$ cat config.mk
export PLATFORM = sky130hd
export DESIGN_NAME = cep_dout_read_ctrl
export DESIGN_NICKNAME = d
export VERILOG_FILES = /design/src/rtl/cep_dout_ctrl_pkg.sv /design/src/rtl/cep_read_tag_delay.sv /design/src/rtl/cep_dout_read_ctrl.sv
export SDC_FILE = /design/constraint.sdc
export NUM_CORES = 1
export LEC_CHECK = 0
export BUFFER_PORTS_ARGS = -buffer_cell sky130_fd_sc_hd__buf_2
export CAP_MARGIN = 20
export CORE_UTILIZATION = 25
export CTS_CLUSTER_SIZE = 40
export DETAILED_ROUTE_END_ITERATION = 12
export PLACE_DENSITY_LB_ADDON = 0.05
export SYNTH_ARGS = -nofsm -noshare
export SYNTH_HDL_FRONTEND = slang
export SYNTH_SLANG_ARGS = --single-unit
$ cat constraint.sdc
create_clock -name sysClk -period 1.7 [get_ports sysClk]
set_input_delay 0.085 -clock sysClk [delete_from_list [all_inputs] [get_ports sysClk]]
set_output_delay 0.085 -clock sysClk [all_outputs]
set_load 0.02 [all_outputs]
$ cat src/rtl/cep_dout_ctrl_pkg.sv
// cep_dout_ctrl_pkg: shared types for the CEP dout read sequencer
//   cpuOpT     - CPU request encodings (READ / READCLEAR)
//   ctrlStateT - sequencer FSM states
//   readTagT   - per-read tag carried down the dout delay lines
//   satInc     - saturating 8-bit increment for the starvation counter
package cep_dout_ctrl_pkg;

    typedef enum logic {
        OP_READ      = 1'b0,
        OP_READCLEAR = 1'b1
    } cpuOpT;

    typedef enum logic [1:0] {
        IDLE,
        WAIT_SLOT,
        RD_INFLIGHT,
        CLR_PEND
    } ctrlStateT;

    typedef struct packed {
        logic valid;
        logic isHw;
        logic bypass;
    } readTagT;

    function automatic logic [7:0] satInc(input logic [7:0] v);
        return (v == 8'hFF) ? v : v + 8'd1;
    endfunction

endpackage

$ cat src/rtl/cep_read_tag_delay.sv
// cep_read_tag_delay: shift register of read tags with two delay taps
//   sysClk, reset - clock and synchronous active-high flush
//   tagIn         - tag of the access issued this cycle
//   tapA / tapB   - tagIn delayed by TAP_A / TAP_B cycles (each >= 1)
module cep_read_tag_delay
    import cep_dout_ctrl_pkg::*;
#(
    parameter int TAP_A = 1,
    parameter int TAP_B = 1
) (
    input  logic    sysClk,
    input  logic    reset,
    input  readTagT tagIn,
    output readTagT tapA,
    output readTagT tapB
);

    localparam int DEPTH = (TAP_A > TAP_B) ? TAP_A : TAP_B;

    readTagT stages [DEPTH];

    always_ff @(posedge sysClk) begin
        if (reset) begin
            for (int i = 0; i < DEPTH; i++) stages[i] <= '0;
        end else begin
            stages[0] <= tagIn;
            for (int i = 1; i < DEPTH; i++) stages[i] <= stages[i-1];
        end
    end

    assign tapA = stages[TAP_A-1];
    assign tapB = stages[TAP_B-1];

endmodule

$ cat src/rtl/cep_dout_read_ctrl.sv
// cep_dout_read_ctrl: shares a single-port CEP memory between hw reads and one CPU READ/READCLEAR
//   hwRead/hwAddr/hwStall           - hardware client, always granted in the same cycle
//   cpuReq/cpuOp/cpuAddr/cpuReady   - CPU request handshake
//   cpuRspValid/cpuRspUncErr/CorErr - CPU response strobe with captured checker errors
//   uncErr/corErr                   - checker outputs
//   memRe/memWe/memAddr             - memory port (write data is always zero)
//   hwReadAtGate/parityPipeReadValid/gatedCpuBypass0sToHwRead - dout pipeline enables
module cep_dout_read_ctrl
    import cep_dout_ctrl_pkg::*;
#(
    parameter int ADDRWIDTH          = 10,
    parameter int CAP_NUMWORDENABLES = 1,
    parameter int GATE_OFFSET        = 1,
    parameter int RD_LATENCY         = 2,
    parameter int HW_LATENCY         = 2,
    parameter int STARVE_LIMIT       = 15
) (
    input  logic                          sysClk,
    input  logic                          reset,
    input  logic                          hwRead,
    input  logic [ADDRWIDTH-1:0]          hwAddr,
    output logic                          hwStall,
    input  logic                          cpuReq,
    input  logic                          cpuOp,
    input  logic [ADDRWIDTH-1:0]          cpuAddr,
    output logic                          cpuReady,
    output logic                          cpuRspValid,
    output logic [CAP_NUMWORDENABLES-1:0] cpuRspUncErr,
    output logic [CAP_NUMWORDENABLES-1:0] cpuRspCorErr,
    input  logic [CAP_NUMWORDENABLES-1:0] uncErr,
    input  logic [CAP_NUMWORDENABLES-1:0] corErr,
    output logic                          memRe,
    output logic                          memWe,
    output logic [ADDRWIDTH-1:0]          memAddr,
    output logic                          hwReadAtGate,
    output logic                          parityPipeReadValid,
    output logic [CAP_NUMWORDENABLES-1:0] gatedCpuBypass0sToHwRead
);

    ctrlStateT                     state, stateNext;
    logic [7:0]                    waitCnt, waitCntNext;
    logic [ADDRWIDTH-1:0]          clrAddr;
    logic                          clrPend, rspPend;
    logic [CAP_NUMWORDENABLES-1:0] heldUnc, heldCor;
    logic                          cpuIssue, clrIssue;
    readTagT                       issueTag, gateTag, unusedGateTapB, hwTag, rdTag;
    logic                          unusedTagBits;

    // Hw reads always win the port; CPU read and zero write only take idle slots.
    assign cpuIssue = !reset && state == WAIT_SLOT && !hwRead;
    assign clrIssue = !reset && state == CLR_PEND && !hwRead;
    assign memRe    = hwRead || cpuIssue;
    assign memWe    = clrIssue;
    assign memAddr  = hwRead ? hwAddr : cpuIssue ? cpuAddr : clrIssue ? clrAddr : '0;
    assign cpuReady = cpuIssue;

    // clrPend is high exactly over the clear window, so a matching hw read gets zero-bypassed.
    assign issueTag = '{valid: memRe, isHw: hwRead, bypass: hwRead && clrPend && hwAddr == clrAddr};

    cep_read_tag_delay #(.TAP_A(GATE_OFFSET), .TAP_B(GATE_OFFSET)) gateLine (
        .sysClk(sysClk), .reset(reset), .tagIn(issueTag), .tapA(gateTag), .tapB(unusedGateTapB)
    );

    cep_read_tag_delay #(.TAP_A(HW_LATENCY), .TAP_B(RD_LATENCY)) latLine (
        .sysClk(sysClk), .reset(reset), .tagIn(issueTag), .tapA(hwTag), .tapB(rdTag)
    );

    assign unusedTagBits = ^{unusedGateTapB, gateTag.bypass, rdTag.bypass};

    assign parityPipeReadValid      = gateTag.valid;
    assign hwReadAtGate             = gateTag.valid && gateTag.isHw;
    assign cpuRspValid              = rdTag.valid && !rdTag.isHw;
    assign gatedCpuBypass0sToHwRead = {CAP_NUMWORDENABLES{hwTag.valid && hwTag.isHw && hwTag.bypass}};
    // Errors pass through on the strobe cycle and are held afterwards.
    assign cpuRspUncErr             = cpuRspValid ? uncErr : heldUnc;
    assign cpuRspCorErr             = cpuRspValid ? corErr : heldCor;

    always_comb begin
        stateNext   = state;
        waitCntNext = waitCnt;
        case (state)
            IDLE:        stateNext = cpuReq ? WAIT_SLOT : IDLE;
            WAIT_SLOT: begin
                stateNext   = hwRead ? WAIT_SLOT : RD_INFLIGHT;
                waitCntNext = hwRead ? satInc(waitCnt) : 8'd0;
            end
            RD_INFLIGHT: stateNext = clrPend ? CLR_PEND : (rspPend && !cpuRspValid) ? RD_INFLIGHT : IDLE;
            CLR_PEND:    stateNext = hwRead ? CLR_PEND : (rspPend && !cpuRspValid) ? RD_INFLIGHT : IDLE;
            default:     stateNext = IDLE;
        endcase
    end

    always_ff @(posedge sysClk) begin
        if (reset) begin
            state   <= IDLE;
            waitCnt <= '0;
            hwStall <= 1'b0;
            clrAddr <= '0;
            clrPend <= 1'b0;
            rspPend <= 1'b0;
            heldUnc <= '0;
            heldCor <= '0;
        end else begin
            state   <= stateNext;
            waitCnt <= waitCntNext;
            hwStall <= stateNext == CLR_PEND || (stateNext == WAIT_SLOT && waitCntNext >= 8'(STARVE_LIMIT));
            if (cpuIssue) begin
                clrAddr <= cpuAddr;
                clrPend <= cpuOp == OP_READCLEAR;
                rspPend <= 1'b1;
            end else begin
                if (clrIssue) clrPend <= 1'b0;
                if (cpuRspValid) rspPend <= 1'b0;
            end
            if (cpuRspValid) begin
                heldUnc <= uncErr;
                heldCor <= corErr;
            end
        end
    end

endmodule

# [After elaboration in Yosys (flattened, before gate mapping)]
# Memories as Yosys holds them, arrays and structs flattened.
# Cells that the tools add are included.
[totals] reg_bits=25 mem_bits_rw=9 in_bits=27 output_inout_bits=20 elab_cells=68 mem_count=2
[mem_list] name="latLine.stages" words=2 width=3 read_ports=2 rd_clocked_by_memory_dff=0 wr=2 line="cep_read_tag_delay.sv:20" rtl="readTagT stages [DEPTH];"
[mem_list] name="gateLine.stages" words=1 width=3 read_ports=1 rd_clocked_by_memory_dff=0 wr=1 line="cep_read_tag_delay.sv:20"
[op_classes] add_sub_neg=1 order_cmp=1 eq_ne=7 n_mux=25 n_bitwise=2 n_reduce_logical=22
[ops] operator="two-way mux 10 bit" n=3
[ops] operator="two-way mux 8 bit" n=3
[ops] operator="logical AND 1 bit" n=12
[ops] operator="two-way mux 1 bit" n=11
[ops] operator="== test 10 bit" n=1
[ops] operator="two-way mux 3 bit" n=3
[ops] operator="adder 8 x 1 -> 8 bit (second input constant)" n=1
[ops] operator="== test 8 bit (second input constant)" n=1
[ops] operator=">= comparator 8 x 4 -> 1 bit (second input constant)" n=1
[ops] operator="two-way mux 2 bit" n=4
[ops] operator="case mux 2 bit (4 select lines)" n=1
[ops] operator="== test 2 bit (second input constant)" n=3
[ops] operator="== test 2 x 1 -> 1 bit (second input constant)" n=2
[ops] operator="zero test 1 bit" n=4
[ops] operator="nonzero test 2 bit" n=2
[ops] operator="OR reduction 3 bit" n=1
[ops] operator="zero test 2 bit" n=1
[ops] operator="logical OR 1 bit" n=2
[ops] operator="bitwise OR 1 bit" n=2

# [Longest topological paths before layout]
[logic_depth] word_depth=10 mapped_depth=7 depth_no_buf=6

# [Cells and area by module]
# From an unflattened synthesis, not the netlist that was laid out.
[unflattened] cells_unflattened=212 area_unflattened_um2=1794.2
[by_module_without_submodules] mod="cep_dout_read_ctrl" instances=1 cells_per_inst=185 area_each_um2=1490.2 seq_area_each_um2=500.5
[by_module_without_submodules] mod="cep_read_tag_delay at latLine" instances=1 cells_per_inst=18 area_each_um2=202.7 seq_area_each_um2=120.1
[by_module_without_submodules] mod="cep_read_tag_delay at gateLine" instances=1 cells_per_inst=9 area_each_um2=101.3 seq_area_each_um2=60.1

# [Least setup slack after synthesis]
# No wires, ideal clock.
[synth_path] path_kind="reg2reg" from="register waitCnt[0]" to="register hwStall" setup_ns=0.140 arrival_time_ns=1.458 t_required_ns=1.560 setup_slack_ns=0.102 path_stages_with_launch=7 n_path_buf=0 synth_period_minus_slack_ns=1.598 cell_sequence="dfxtp_1 -> ha_1 -> nand2_1 -> a2111oi_4 -> o211ai_1 -> o311ai_0 -> o211ai_1"
[synth_via] elab_chain_len=7 elab_cells_between_ends=8 cone_classes="add/sub (1); order compare (1); eq/ne (1); mux (3); reduce/logical (2)"
[synth_rtl] item="from (decl)" line="cep_dout_read_ctrl.sv:41" rtl="logic [7:0] waitCnt, waitCntNext;"
[synth_rtl] item="from (signal assigned)" line="cep_dout_read_ctrl.sv:105" rtl="waitCnt <= waitCntNext;"
[synth_rtl] item="adder 8 x 1 -> 8 bit / == test 8 bit (equally long branches)" line="cep_dout_ctrl_pkg.sv:27" rtl="return (v == 8'hFF) ? v : v + 8'd1;"
[synth_rtl] item="two-way mux 8 bit" line="cep_dout_ctrl_pkg.sv:27"
[synth_rtl] item="two-way mux 8 bit" line="cep_dout_read_ctrl.sv:85" rtl="waitCntNext = hwRead ? satInc(waitCnt) : 8'd0;"
[synth_rtl] item="two-way mux 8 bit (*)" line="cep_dout_read_ctrl.sv:81" rtl="case (state)"
[synth_rtl] item=">= comparator 8 x 4 -> 1 bit (*)" line="cep_dout_read_ctrl.sv:106" rtl="hwStall <= stateNext == CLR_PEND || (stateNext == WAIT_SLOT && waitCntNext >= 8'(STARVE_LIMIT));"
[synth_rtl] item="logical AND 1 bit (*)" line="cep_dout_read_ctrl.sv:106"
[synth_rtl] item="logical OR 1 bit (*)" line="cep_dout_read_ctrl.sv:106"
[synth_rtl] item="to (signal assigned)" line="cep_dout_read_ctrl.sv:106"
[synth_rtl] item="to (decl)" line="cep_dout_read_ctrl.sv:22" rtl="output logic hwStall,"
# Every way passes the cells marked *; elsewhere a longest branch is shown, timed or not.
# A chain may end at the register's enable or synchronous reset.

# [Worst setup path in the final report]
[layout_path] from="register state[0]" to="output memAddr[9]"
[layout_via] elab_chain_len=6 elab_cells_between_ends=9 cone_classes="eq/ne (2); mux (3); reduce/logical (4)"
[layout_rtl] item="from (decl)" line="cep_dout_read_ctrl.sv:40" rtl="ctrlStateT state, stateNext;"
[layout_rtl] item="from (signal assigned)" line="cep_dout_read_ctrl.sv:104" rtl="state <= stateNext;"
[layout_rtl] item="== test 2 bit" line="cep_dout_read_ctrl.sv:51" rtl="assign clrIssue = !reset && state == CLR_PEND && !hwRead;"
[layout_rtl] item="logical AND 1 bit (2 in series)" line="cep_dout_read_ctrl.sv:51"
[layout_rtl] item="two-way mux 10 bit" line="cep_dout_read_ctrl.sv:54" rtl="assign memAddr = hwRead ? hwAddr : cpuIssue ? cpuAddr : clrIssue ? clrAddr : '0;"
[layout_rtl] item="two-way mux 10 bit (*) (2 in series)" line="cep_dout_read_ctrl.sv:54"
[layout_rtl] item="to (decl)" line="cep_dout_read_ctrl.sv:34" rtl="output logic [ADDRWIDTH-1:0] memAddr,"
# Marked as above.

==> summary.md <==
## Outcome
* complete, but fails checks — outcome
* negative setup slack — violations in the final reports

## Die
* 82.7 microns — Die W
* 0.00631 sq mm — area of the core
* 29 — count of standard-cell rows
* 0.00684 sq mm — Total Die Area
* 25.8% — initial core utilization
* 82.7 microns — Die H
* 47 — number of ports placed on the die boundary

## CTS
* built — CTS tree
* 2 — H-tree depth
* 290 ps — clock insertion delay at the later pin of the skew report
* 5 — clock buffer count from CTS
* 2 — Clock Tree Buf Depth
* 31 — sinks on the clock net
* 70 ps — clk slew on worst S/H paths
* sky130_fd_sc_hd__clkbuf_8 — Root Buffer Master

## Yosys
* 215 — synthesized netlist net count
* sky130_fd_sc_hd__dfxtp_1 — commonest register cell after synthesis
* 0.00163 sq mm — Mapped Area
* 0 — number of synthesized flops with an enable pin
* sky130_fd_sc_hd__dfxtp_1 (38%), sky130_fd_sc_hd__a222oi_1 (6.1%), sky130_fd_sc_hd__nand2_1 (5.5%) — largest cells by area after synthesis
* 187 — gate count after technology mapping
* 31 — Seq cells post-synth
* 0% — proportion of synthesized flip-flops having asynchronous set or reset
* 8.70 sq um — synthesized area divided by synthesized cell count
* 47 — number of different library cells in the post-synthesis netlist
* sky130_fd_sc_hd__dfxtp_1 — largest area contributor in the netlist
* 38.1% — Yosys top cell area share
* 0 — number of warnings issued by yosys
* 38.1% — sequential share of the synthesized area

## STA
* 3 — number of endpoints failing setup at the final stage
* 0.582 GHz — achievable frequency
* 340 ps — transition time of the tightest slew-check pin
* yes — setup repair after global routing missed its margin
* 77.3% — max-slew headroom at the worst pin
* 0 — final number of max-transition violations
* 5.13 ps — final worst clock skew
* 1720 ps — time the worst path needs with I/O delays and setup
* 101% — final clock period utilization by the worst path
* 0 — final-report hold violation count
* -18.0 ps — worst-case setup margin in the final layout

## Detailed routing
* 120 — Iter 0 DRT Violations
* 4.85 — post-DR vias/cell
* 1630 — Via Count
* 0 — Antenna Violating Nets Remaining
* 4.82 mm — detailed-route wire length
* 5 — number of optimization iterations in the first detailed-route pass
* 0 — DRC errors left
* 14.3 microns — average wire per standard cell

## Cells and area
* 0 — Diodes inserted
* 39.0% — share of cells above drive strength 1
* sky130_fd_sc_hd__buf_2 — most common cell after layout, fill and taps aside
* 40.8% — P&R area growth vs syn
* 286 — count of nets after finishing
* 336 — fin cells
* sky130_fd_sc_hd__buf_2 (43), sky130_fd_sc_hd__dfxtp_1 (29), sky130_fd_sc_hd__buf_4 (27) — most used cells in the layout excluding fill and tap cells
* 0.00229 sq mm — Post-Layout Inst Area

## Power and ir drop
* 41.8% — Clk network pwr share
* 16.9% — combinational share of power
* 41.3% — share of power burned in registers
* 494 uW — net switching power
* 0.337 mV — maximum ir drop on the vdd rail
* 26.4% — sw frac
* 816 mW/mm^2 — power density over the cells
* 1.38 mW — Internal
* 1.02 nW — leak pwr

## Setup path
* output pin — kind of end point of the critical path
* flip-flop — type of origin of the critical path
* 6 — worst-path fanout max
* reg -> out — start-to-end type of the worst setup path
* 1630 ps — arrival time at the worst endpoint
* 1620 ps — Critical Path RT

## Place
* 3.50 mm — half-perimeter wire length after placement
* 0.00207 sq mm — standard cell area after detailed placement
* 322 — total instance count after detailed placement
* 46 — count of input and output buffers
* 0.761 — placer's final routability congestion estimate

## Global routing
* 0 — Remaining Overflow, GRT
* met2 — Most Used Layer, Global Route
* 15.0% — total track usage
* 0 — antenna violations before repair
* 23.9% — fraction of met2 tracks used by global routing
* 4.84% — met3 usage in global routing
* 1520 — vias in the first global route
* 15 — maximum number of pins on one net before global-route repair
* 18.9% — routing usage on met1
* 7.46 mm — global-route wire length before repair

## Min path
* in -> reg — Worst Hold Class

## Job
* 0 — Max-Cap Viols

stage by stage:
step                hold slack, ps  util [%]  TNS (ps)  setup WS (ps)  total power, mW
finish                        41.2      36.3     -20.0          -18.0             1.87
global route                  35.7      36.3      -873           -152             1.96
CTS                           31.9      35.4      -135          -54.1             1.88
detailed placement             351      32.7         0           85.5             1.08
global placement               348      32.7         0            111             1.09
floorplan                      199         -         0            102            0.951
cells by family after synthesis:
kind of cell	after synthesis	share of synthesized area, %
AO/OA/AOI/OAI	47	22.5
XOR/XNOR	13	6.99
adder cells (fa/ha/maj)	1	0.769
buffers and inverters	22	6.23
flip-flops	31	38.1
multiplexers	3	2.00
AND/OR/NAND/NOR	70	23.4
timing repair:
| action | 4_1_cts | 5_1_grt |
|---|---|---|
| endpoints found under the setup margin | 11 | 11 |
| cloned | 2 | 0 |
| pin swaps | 2 | 7 |
| hold buffers | 0 | 0 |
| setup buffers | 3 | 1 |
| resized for setup | 8 | 14 |
final cells by class:
type                    count  area [sq um]
clock buffers               6          82.6
clock inverters             2          35.0
fillers                   690          4020
inverters                  11          41.3
multi-input cells         135           948
flip-flops and latches     31           626
well taps                  77          96.3
repair buffers             74           463
final timing paths:
check | depth (start not counted) | endpoint | start | slack, ps
worst max register to register | 6 | hwStall$_SDFF_PP0_ | waitCnt[0]$_SDFF_PP0_ | 120
worst max-delay path | 5 | memAddr[9] | state[0]$_SDFF_PP0_ | -20
worst min register to register | 1 | latLine.stages[0][3]$_SDFF_PP0_ | gateLine.stages[0][0]$_SDFF_PP0_ | 450
worst min-delay path | 3 | clrAddr[5]$_SDFFE_PP0P_ | cpuAddr[5] | 40
power by group through the flow:
stage | combinational (mW) | clock [mW] | sequential (mW)
2_1_floorplan | 0.161 | 0 | 0.790
3_3_place_gp | 0.295 | 0 | 0.791
3_5_place_dp | 0.290 | 0 | 0.790
4_1_cts | 0.306 | 0.804 | 0.773
5_1_grt | 0.347 | 0.840 | 0.776
6_report | 0.317 | 0.781 | 0.773
critical path, cell delays in order, from the launching register on:
cell and delay (ps):
sky130_fd_sc_hd__dfxtp_4 350, sky130_fd_sc_hd__and2b_2 220, sky130_fd_sc_hd__and3b_2 280, sky130_fd_sc_hd__a222oi_1 260, sky130_fd_sc_hd__inv_1 100, sky130_fd_sc_hd__buf_6 140
flip-flops by register name, summed over array words and instances, names as in the netlist:
register	flops
latLine.stages	4
clrPend	1
heldCor	1
rspPend	1
hwStall	1
heldUnc	1
waitCnt	8
gateLine.stages	2
clrAddr	10
state	2
routing by layer:
metal	part of all wire (%)	wire, microns	vias to the layer above
met2	46	2220	61
li1	-	-	819
met5	0	0	-
met1	47	2250	744
met4	1.2	57	0
met3	6.0	288	6
cells in the mapped netlist, drive strengths merged (2+ instances only):
master   count
nand3        4
nor3         3
o31ai        3
and2         2
a222oi      10
a211oi       3
o211ai       2
nand2b       4
xor2         6
clkbuf       5
nor2b       12
nand2       24
nor2         5
o2111ai      2
mux2         2
buf          6
xnor2        7
and3         4
o21bai       2
a31oi        2
a21oi       16
nand4        3
dfxtp       31
inv         11
and2b        2
(Power assumes the default switching activity.)
